===== config.mk =====
export PLATFORM = sky130hd
export DESIGN_NAME = dsp_operand_fetch
export DESIGN_NICKNAME = d
export VERILOG_FILES = /design/src/rtl/dsp_operand_fetch.sv
export SDC_FILE = /design/constraint.sdc
export NUM_CORES = 1
export LEC_CHECK = 0
export ABC_AREA = 0
export CAP_MARGIN = 0
export CORE_MARGIN = 2
export CORE_UTILIZATION = 45
export DETAILED_ROUTE_END_ITERATION = 16
export PLACE_DENSITY = 0.76
export RECOVER_POWER = 25
export SYNTH_ARGS = -nofsm -noshare
export SYNTH_HDL_FRONTEND = slang
export SYNTH_SLANG_ARGS = --single-unit

===== constraint.sdc =====
create_clock -name wb_clk -period 2.3 [get_ports wb_clk]
set_input_delay 0.345 -clock wb_clk [delete_from_list [all_inputs] [get_ports wb_clk]]
set_output_delay 0.345 -clock wb_clk [all_outputs]
set_load 0.05 [all_outputs]

===== src/rtl/dsp_operand_fetch.sv =====
// dsp_operand_fetch: Wishbone classic read master that fetches a block of
// operands from memory and streams them to the sum stage through a small FIFO.
//
// state | meaning
// IDLE  | waiting for start; bus idle
// ISSUE | bus idle between beats; waits for a free FIFO slot
// REQ   | cyc/stb asserted, single read outstanding, ack timer running
// DRAIN | all words fetched; waiting for the FIFO to empty
module dsp_operand_fetch #(
  parameter int dw         = 32,
  parameter int aw         = 32,
  parameter int FIFO_DEPTH = 2,
  parameter int TIMEOUT    = 255
) (
  input  logic              wb_clk,
  input  logic              wb_rst,
  input  logic              start,
  input  logic [aw-1:0]     base_addr,
  input  logic [15:0]       word_count,
  output logic              busy,
  output logic              done,
  output logic              error,
  output logic [aw-1:0]     wbm_adr_o,
  output logic              wbm_cyc_o,
  output logic              wbm_stb_o,
  output logic              wbm_we_o,
  output logic [dw/8-1:0]   wbm_sel_o,
  input  logic [dw-1:0]     wbm_dat_i,
  input  logic              wbm_ack_i,
  input  logic              wbm_err_i,
  output logic [dw-1:0]     data_o,
  output logic              data_valid,
  output logic              data_last,
  input  logic              data_ready
);

  localparam int PW = (FIFO_DEPTH > 1) ? $clog2(FIFO_DEPTH) : 1;
  localparam int CW = $clog2(FIFO_DEPTH) + 1;
  localparam int TW = (TIMEOUT > 1) ? $clog2(TIMEOUT + 1) : 1;
  localparam logic [CW-1:0] DEPTH_C    = CW'(FIFO_DEPTH);
  localparam logic [TW-1:0] TIMER_LOAD = TW'(TIMEOUT - 1);
  localparam logic [aw-1:0] ADR_STEP   = aw'(dw / 8);

  typedef enum logic [1:0] {
    IDLE  = 2'd0,
    ISSUE = 2'd1,
    REQ   = 2'd2,
    DRAIN = 2'd3
  } state_t;

  state_t          state;
  logic [15:0]     remaining;
  logic [TW-1:0]   timer;
  logic [dw:0]     fifo_mem [FIFO_DEPTH];
  logic [PW-1:0]   rd_ptr;
  logic [PW-1:0]   wr_ptr;
  logic [CW-1:0]   fifo_count;
  logic            push;
  logic            pop;
  logic            abort;
  logic            last_beat;

  assign wbm_we_o  = 1'b0;
  assign wbm_sel_o = '1;

  // err wins over a simultaneous ack; the timer only expires on a cycle with no response
  assign push      = (state == REQ) && wbm_ack_i && !wbm_err_i;
  assign abort     = (state == REQ) && (wbm_err_i || (!wbm_ack_i && (timer == '0)));
  assign pop       = data_valid && data_ready;
  assign last_beat = (remaining == 16'd1);

  assign data_valid          = (fifo_count != '0);
  assign {data_last, data_o} = fifo_mem[rd_ptr];

  always_ff @(posedge wb_clk or negedge wb_rst) begin
    if (!wb_rst) begin
      rd_ptr     <= '0;
      wr_ptr     <= '0;
      fifo_count <= '0;
      for (int i = 0; i < FIFO_DEPTH; i++) begin
        fifo_mem[i] <= '0;
      end
    end else if (abort) begin
      rd_ptr     <= '0;
      wr_ptr     <= '0;
      fifo_count <= '0;
    end else begin
      if (push) begin
        fifo_mem[wr_ptr] <= {last_beat, wbm_dat_i};
        wr_ptr           <= wr_ptr + PW'(1);
      end
      if (pop) begin
        rd_ptr <= rd_ptr + PW'(1);
      end
      if (push && !pop) begin
        fifo_count <= fifo_count + CW'(1);
      end else if (pop && !push) begin
        fifo_count <= fifo_count - CW'(1);
      end
    end
  end

  always_ff @(posedge wb_clk or negedge wb_rst) begin
    if (!wb_rst) begin
      state     <= IDLE;
      busy      <= 1'b0;
      done      <= 1'b0;
      error     <= 1'b0;
      wbm_cyc_o <= 1'b0;
      wbm_stb_o <= 1'b0;
      wbm_adr_o <= '0;
      remaining <= '0;
      timer     <= '0;
    end else begin
      done <= 1'b0;
      case (state)
        IDLE: begin
          if (start) begin
            error     <= 1'b0;
            wbm_adr_o <= base_addr;
            remaining <= word_count;
            if (word_count == 16'd0) begin
              done <= 1'b1;
            end else begin
              busy  <= 1'b1;
              state <= ISSUE;
            end
          end
        end
        ISSUE: begin
          if (fifo_count < DEPTH_C) begin
            wbm_cyc_o <= 1'b1;
            wbm_stb_o <= 1'b1;
            timer     <= TIMER_LOAD;
            state     <= REQ;
          end
        end
        REQ: begin
          if (abort) begin
            wbm_cyc_o <= 1'b0;
            wbm_stb_o <= 1'b0;
            error     <= 1'b1;
            done      <= 1'b1;
            busy      <= 1'b0;
            state     <= IDLE;
          end else if (push) begin
            wbm_cyc_o <= 1'b0;
            wbm_stb_o <= 1'b0;
            wbm_adr_o <= wbm_adr_o + ADR_STEP;
            remaining <= remaining - 16'd1;
            state     <= last_beat ? DRAIN : ISSUE;
          end else begin
            timer <= timer - TW'(1);
          end
        end
        DRAIN: begin
          if (fifo_count == '0) begin
            done  <= 1'b1;
            busy  <= 1'b0;
            state <= IDLE;
          end
        end
        default: begin
          state <= IDLE;
        end
      endcase
    end
  end

endmodule


Word-level counts from Yosys, hierarchy flattened --
Index checks and enable logic that the tools add are counted.
Storage, ports and cells: bits in latches 0, memory bits (read-only) 0, register bits after elaboration 132, output and inout port bits 76, memory bits (writable) 0, memories kept 0
Operators by class: multiply operators 0, $lt $le $gt $ge 4, eq/ne operators 13, reductions and logical operators 31, bitwise gates (word level) 3, shift-type cells 0, mux-type cells 50, add/subtract/negate cells 7, div/mod/pow operators 0
Operator list (number):
- 2-to-1 mux 33 bit | 4
- 2-to-1 mux 32 bit | 3
- bitwise mux 66 bit | 1
- case mux 32 bit (2 select lines) | 1
- 2-to-1 mux 16 bit | 3
- demux 33 bit (select 1 bit) | 1
- adder 32 x 3 -> 32 bit (second input constant) | 1
- case mux 16 bit (2 select lines) | 1
- 2-to-1 mux 8 bit | 3
- 2-to-1 mux 2 bit | 10
- 2-to-1 mux 1 bit | 17
- equality test 16 x 1 -> 1 bit (second input constant) | 1
- logical NOT 16 bit | 1
- inequality test 2 bit (second input constant) | 8
- case mux 8 bit (2 select lines) | 1
- subtractor 16 x 1 -> 16 bit (second input constant) | 1
- AND reduction 5 bit | 2
- nonzero test 2 bit | 5
- logical AND 1 bit | 8
- logical NOT 8 bit | 1
- case mux 2 bit (4 select lines) | 1
- AND reduction 4 bit | 2
- subtractor 8 x 1 -> 8 bit (second input constant) | 1
- case mux 1 bit (3 select lines) | 2
- 18 further kinds | 29

Logic depth before layout (Yosys ltp) --
Gate-level depths: netlist (run 1).
depth in word-level cells 8, depth in mapped cells 8, mapped depth without buffers 7

Worst setup path before layout (run 1) --
Ideal clock, no wire load.
path type register -> register, start register wbm_adr_o[2], end register wbm_adr_o[28], library setup time 0.099 ns, setup slack 0.147 ns, stages on the path, launching flop included 7, arrival 2.053 ns, cells stage by stage dfrtp_1 ha_1 and3_1 nand4_1 nor4_1 nor3_1 a311oi_1
On the way: cells in the longest elaborated chain, start to end 4
Ends and longest elaborated chain:
- start, declared | RTL line 23 | output logic [aw-1:0] wbm_adr_o,
- start signal, assigned | RTL line 120 | wbm_adr_o <= base_addr;
- start signal, assigned | RTL line 149 | wbm_adr_o <= wbm_adr_o + ADR_STEP;
- adder 32 x 3 -> 32 bit | RTL line 149
- 2-to-1 mux 32 bit | RTL line 146 | end else if (push) begin
- 2-to-1 mux 32 bit | RTL line 139 | if (abort) begin
- case mux 32 bit (2 select lines) | RTL line 116 | case (state)
No other way between the ends. The select of a mux whose other input is x is not followed. A chain may end at the register's enable or synchronous reset.

Worst setup path in the final report (run 1) --
start register fifo_count[1], end output port data_valid
On the way: cells in the longest elaborated chain, start to end 1
Ends and longest elaborated chain:
- start, declared | RTL line 57 | logic [CW-1:0] fifo_count;
- start signal, assigned | RTL line 96 | fifo_count <= fifo_count + CW'(1);
- start signal, assigned | RTL line 98 | fifo_count <= fifo_count - CW'(1);
- nonzero test 2 bit | RTL line 72 | assign data_valid = (fifo_count != '0);
- end, declared | RTL line 32 | output logic data_valid,
No other way between the ends.

==> flow_summary.toml, run 1 <==
[setup_path]
crit_path_max_fanout = 7
crit_path_end_kind = "output pin"
crit_family = "buffers and inverters"
start_kind = "flop"
cp_slowest_stage_delay_ns = 0.82
path_cells = "nor2_1, inv_1, clkdlybuf4s50_1"
r2r-end = "wbm_adr_o[25]"
r2r_slack_ns = 0.25
required_ns = 1.96
worstRegToRegCells = 5
crit_type = "reg2out"
timing.rr.start = "wbm_adr_o[9]"
path_buf_inv = 2
slowest_stage = "clkdlybuf4s50_1"
cp.arrival_ns = 1.86

[sta]
rsz0062_at_grt = "no"
setup_viol = 0
fmax_mhz = 452.6
hold_slack_ns = 0.3855
fin_skew_ns = 0.005167
worstMarginPinSlew_ns = 0.9736
finalCritPeriodShare_pct = 96.06
max_slew_margin_pct = 35.10
layout_min_cycle_time_ns = 2.209
hold_viol = 0
tns_ns = 0
drv_slew = 0

[grt]
gr-usage-met1_pct = 29.37
track_usage_pct = 22.80
busiest_layer = "met2"
antenna_found_initial = 1
gr-usage-met2_pct = 37.44
grt_pass1_wl_um = 30060
grt_overflow = 0
grt_max_degree = 79
met3_usage_pct = 6.778
first_global_vias = 6041

[synthesis]
synth_cells = 648
synth_xor_xnor_area_share_pct = 0.9982
synth_top_family_by_area = "multiplexers"
synth_seq_cells = 132
ys_async_sr_fraction_pct = 100.0
syn_area_um2 = 7019
postSynthAreaPerCell_um2 = 10.83
synth_cell_types = 69
synth_warnings = 0
synth_compound_area_share_pct = 14.53
synthMuxAreaShare_pct = 17.20
synthAdderAreaFrac_pct = 0.8913
synth_ff_type = "dfrtp_1"
synth_seq_area_share_pct = 47.06
synthSimpleGateAreaFrac_pct = 15.24
synth_edf_count = 0

[placement]
port_buffers = 156
routabilityCongestion = 0.8380
place_area_um2 = 9188
dp_hpwl_um = 12960

[cells_and_area]
nets = 898
design_area_um2 = 9851
area_delta_synth_final_pct = 40.34
multiInputGateArea_um2 = 3480
ff_latch_area_um2 = 3303
final_cell_mix = "dfrtp_1, clkdlybuf4s50_1, mux2_2"
final_common_cell = "dfrtp_1"
layout-drive-gt1-share_pct = 24.51
fillers = 1146

[routing]
first_pass_iters = 5
avgViaCountPerCell = 5.792
wl_um = 18510
drt_iter0_drc = 398
drt.antenna.violating_nets = 0
dr_total_vias = 5844
drc = 0
wire_per_inst_um = 18.34

[power]
clkPwrFrac_pct = 19.5
p_switching_uw = 6391
swShare_pct = 42.42
power.internal_uw = 8676
ir_worst_vdd_mv = 0.7977
p_seq_share_pct = 27.4
leakagePower_uw = 0.004206
pwr_density_cell_nw_per_um2 = 1530
comb_power_share_pct = 53.1

[die]
coreArea_um2 = 15200
start_util_pct = 46.17
die_y_um = 128.9
std_cell_rows = 45
die_width_um = 128.9
io-pin-count = 162
die-area_um2 = 16610

[clocking]
path_clk_slew_ns = 0.06
clkLatencyLatePin_ns = 0.42
clockBufferDepth = 2
cts-root-buf = "clkbuf_16"
cts_num_sinks = 132
htreeDepth = 4
cts-buffers-inserted = 17
cts_tree = "done"

[status]
status = "completed"

[worst_hold_path]
min_path_type = "in2async"

[job]
drv_cap = 0
==> cell usage after synthesis, drive strengths merged, types with 6 or more instances <==
cell | number | area share [%]
buf | 28 | 2.5
nand3 | 17 | 1.3
mux2 | 97 | 17
o22ai | 13 | 1.2
o21ai | 27 | 1.9
nor4 | 12 | 1.5
a311oi | 8 | 1.0
a21oi | 51 | 3.7
xor2 | 6 | 0.75
a31oi | 8 | 0.71
inv | 8 | 0.43
a2bb2oi | 7 | 0.87
nand4 | 13 | 1.4
a21o | 7 | 0.75
nand2 | 53 | 2.9
o22a | 8 | 1.0
nor2 | 37 | 2.0
nor3 | 17 | 1.5
and3 | 10 | 0.89
clkbuf | 19 | 1.0
dfrtp | 132 | 47
==> per-layer routing <==
layer	up-vias	wire length, um
met3	23	1406
met4	0	280
met5	-	0
met1	2862	7898
li1	2727	-
met2	232	8920
==> flip-flops by register name, indices dropped and copies added, names as in the netlist, 2 cells and up <==
| register | flops |
|---|---|
| fifo_mem | 66 |
| state | 2 |
| wbm_adr_o | 32 |
| timer | 8 |
| fifo_count | 2 |
| remaining | 16 |
==> cell type report <==
class,count,area share (%)
well taps,188,2.388
diodes,1,0.02540
inverters,8,0.3048
multi-input cells,464,35.32
clock buffers,22,4.712
clock inverters,10,1.804
repair buffers,184,21.91
flip-flops and latches,132,33.53
==> worst max path at each step <==
stage | start | end | slack [ns] | cells after the start
finish | fifo_count[1] | data_valid | 0.09 | 3
global route | fifo_count[1] | data_valid | 0.01 | 3
CTS | fifo_count[1] | data_valid | 0.07 | 3
detailed placement | wbm_ack_i | wbm_adr_o[29] | 0.11 | 7
global placement | wbm_err_i | wbm_adr_o[28] | 0.18 | 7
floorplan | wbm_adr_o[2] | wbm_adr_o[28] | 0.15 | 6
==> power groups by stage <==
stage | Sequential, uW | Combinational (uW) | Clock [uW]
2_1_floorplan | 4910 | 4000 | 0
3_3_place_gp | 4050 | 7840 | 0
3_5_place_dp | 4120 | 7990 | 0
4_1_cts | 4110 | 8040 | 3000
5_1_grt | 4260 | 8450 | 3100
6_report | 4120 | 8000 | 2940
==> cell families after synthesis <==
| kind of cell | after synthesis |
|---|---|
| and+or+nand+nor | 191 |
| xor gates and xnor gates | 8 |
| AOI/OAI and AO/OA | 157 |
| adders and majority gates | 5 |
| muxes | 98 |
| DFF | 132 |
| other | 2 |
| buffers and inverters | 55 |
==> worst register-to-register path: stages (launching register included) <==
cell and delay (ns):
dfrtp_1 0.45, and3_1 0.37, nand4_4 0.25, nor4_4 0.40
a311oi_1 0.16, a311oi_1 0.31
==> per-stage QoR <==
stage | setup WS, ns | cells | total power (uW) | utilization, %
2_1_floorplan | 0.1472 | 651 | 8915 | -
3_3_place_gp | 0.1799 | 973 | 11890 | 60.44
3_5_place_dp | 0.1063 | 973 | 12110 | 60.44
4_1_cts | 0.06819 | 1006 | 15150 | 64.72
5_1_grt | 0.01364 | 1009 | 15810 | 64.80
6_report | 0.09069 | 1009 | 15070 | 64.80
==> what timing repair did <==
action	CTS	global route
hold endpoints to repair	27	0
gates resized for setup	0	2
setup endpoints to repair	0	4
hold buffers	1	0
setup buffers	0	2
(Power assumes the default switching activity.)
==> run 2, diff against run 1 <==
--- a/config.mk
+++ b/config.mk
@@ -9,6 +9,7 @@
 export CAP_MARGIN = 0
 export CORE_MARGIN = 2
 export CORE_UTILIZATION = 45
+export CTS_BUF_LIST = sky130_fd_sc_hd__clkbuf_4
 export DETAILED_ROUTE_END_ITERATION = 16
 export PLACE_DENSITY = 0.76
 export RECOVER_POWER = 25
==> run 2 against run 1 <==
Compared with the run above: the run now ends with capacitance limit, slew limit left; worst hold slack worse by 0.044 ns; design area is 3.1% lower; sequential power hardly changed; sequential share of layout area is 1.1 points higher; clock skew is 0.019 ns higher; core utilization is 2.0 points lower; largest cell class unchanged; clock power is 38% lower; critical path depth is 2 lower; register-to-register slack worse by 0.13 ns; sequential cell count stayed put; routed wire length hardly changed.
==> flow_summary.toml, run 2 (synthesized netlist as in run 1, its figures left out) <==
[job]
drv_cap = 1

[cells_and_area]
nets = 896
top_regs = "fifo_mem: 66 flops, wbm_adr_o: 32 flops, remaining: 16 flops"
area_delta_synth_final_pct = 36.02
utilization_pct = 62.81
top_register = "fifo_mem"
largest_reg_flops = 66
fillers = 1208
design_area_um2 = 9548
final_common_cell = "dfrtp_1"
final_cell_mix = "dfrtp_1, clkdlybuf4s50_1, mux2_2"
layout-drive-gt1-share_pct = 24.45

[power]
leakagePower_uw = 0.004108
ir_worst_vdd_mv = 0.7979
pwr_density_cell_nw_per_um2 = 1458

[placement]
port_buffers = 156
place_area_um2 = 9188
dp_hpwl_um = 12960
routabilityCongestion = 0.8380

[grt]
grt_max_degree = 79
first_global_vias = 5973
track_usage_pct = 22.61
grt_pass1_wl_um = 29810
grt_overflow = 0
antenna_found_initial = 1

[setup_path]
timing.rr.start = "wbm_adr_o[2]"
r2r-end = "wbm_adr_o[26]"
crit_path_max_fanout = 8
crit_type = "reg2out"
crit_family = "buffers and inverters"
r2r_slack_ns = 0.12
start_kind = "flop"
path_cells = "clkdlybuf4s50_1"
cp.arrival_ns = 1.88
slowest_stage = "clkdlybuf4s50_1"
path_buf_inv = 1
worstRegToRegCells = 6
required_ns = 1.96
crit_path_end_kind = "output pin"
cp_slowest_stage_delay_ns = 0.86

[routing]
avgViaCountPerCell = 5.769
drt.antenna.violating_nets = 0
wire_per_inst_um = 18.37
drt_iter0_drc = 408
dr_total_vias = 5809
drc = 0
wl_um = 18500
first_pass_iters = 5

[clocking]
cts_num_sinks = 132
cts_tree = "done"
cts-buffers-inserted = 17
cts-root-buf = "clkbuf_4"
htreeDepth = 4
path_clk_slew_ns = 0.11
clockBufferDepth = 2
clkLatencyLatePin_ns = 0.55

[sta]
layout_min_cycle_time_ns = 2.225
finalCritPeriodShare_pct = 96.72
rsz0062_at_grt = "yes"
fmax_mhz = 449.5
hold_slack_ns = 0.3411
max_slew_margin_pct = -8.782
tns_ns = 0
worstMarginPinSlew_ns = 1.632
setup_viol = 0
fin_skew_ns = 0.02388
drv_slew = 30
hold_viol = 0

[die]
start_util_pct = 46.17
coreArea_um2 = 15200
die_width_um = 128.9
std_cell_rows = 45
die-area_um2 = 16610
io-pin-count = 162
die_y_um = 128.9

[worst_hold_path]
min_path_type = "in2reg"
hold_start = "base_addr[1]"
worstHoldPathCells = 3
hold_end = "wbm_adr_o[1]"

[status]
violations = "capacitance limit, slew limit"
status = "complete, but fails checks"
[run 2: cell types whose count changed in the layout (fill, tap and decap cells not counted), moves of 3 or more]
| cell | previous run | this run |
|---|---|---|
| clkdlybuf4s50_1 | 122 | 114 |
| clkbuf_1 | 4 | 1 |
| clkbuf_16 | 17 | 0 |
| clkbuf_4 | 1 | 21 |
| dlymetal6s2s_1 | 0 | 6 |
| buf_4 | 20 | 17 |
[run 2: how the worst max path moves through the flow]
stage	from	end	slack (ns)	depth (start not counted)
5_1_grt	wbm_adr_o[2]	wbm_adr_o[16]	-0.08	6
6_report	wbm_adr_o[7]	wbm_adr_o[7]	0.08	1
4_1_cts	wbm_adr_o[26]	wbm_adr_o[26]	0.02	1
3_5_place_dp	wbm_ack_i	wbm_adr_o[29]	0.11	7
2_1_floorplan	wbm_adr_o[2]	wbm_adr_o[28]	0.15	6
3_3_place_gp	wbm_err_i	wbm_adr_o[28]	0.18	7
[run 2: report_power, final]
part	internal, uW	leakage (uW)	switching (uW)
combinational	3470	0.00232	4510
clock	994	0.000182	834
sequential	3210	0.00161	908
total	7670	0.00411	6250
[run 2: final cells by class]
cell class              instances  area (um2)  share of cell area, %
diodes                          1       2.502                0.02621
clock buffers                  20       150.1                  1.573
clock inverters                12       185.2                  1.939
inverters                       8       30.03                 0.3145
multi-input cells             464        3473                  36.38
flip-flops and latches        132        3303                  34.60
well taps                     188       235.2                  2.464
repair buffers                182        2168                  22.71
[run 2: routing by layer]
metal / vias up / part of all wire [%] / global-route usage [%]
met1: 2857 / 44 / 29.10
met3: 15 / 6.5 / 6.902
met4: 0 / 1.0 / 5.818
met2: 218 / 48 / 37.41
li1: 2719 / - / -
met5: - / 0 / 0
[run 2: repair_timing]
item | in CTS | in global routing
resized for setup | 2 | 7
pin swaps | 0 | 1
setup endpoints to repair | 2 | 9
hold buffers | 1 | 0
buffers inserted | 0 | 0
endpoints found under the hold margin | 27 | 0
[run 2: through the flow]
step	worst slack, ns	cells	power [uW]
6_report	0.07549	1007	13920
5_1_grt	-0.08233	1007	14650
4_1_cts	0.01610	1006	13980
2_1_floorplan	0.1472	651	8915
3_5_place_dp	0.1063	973	12110
3_3_place_gp	0.1799	973	11890
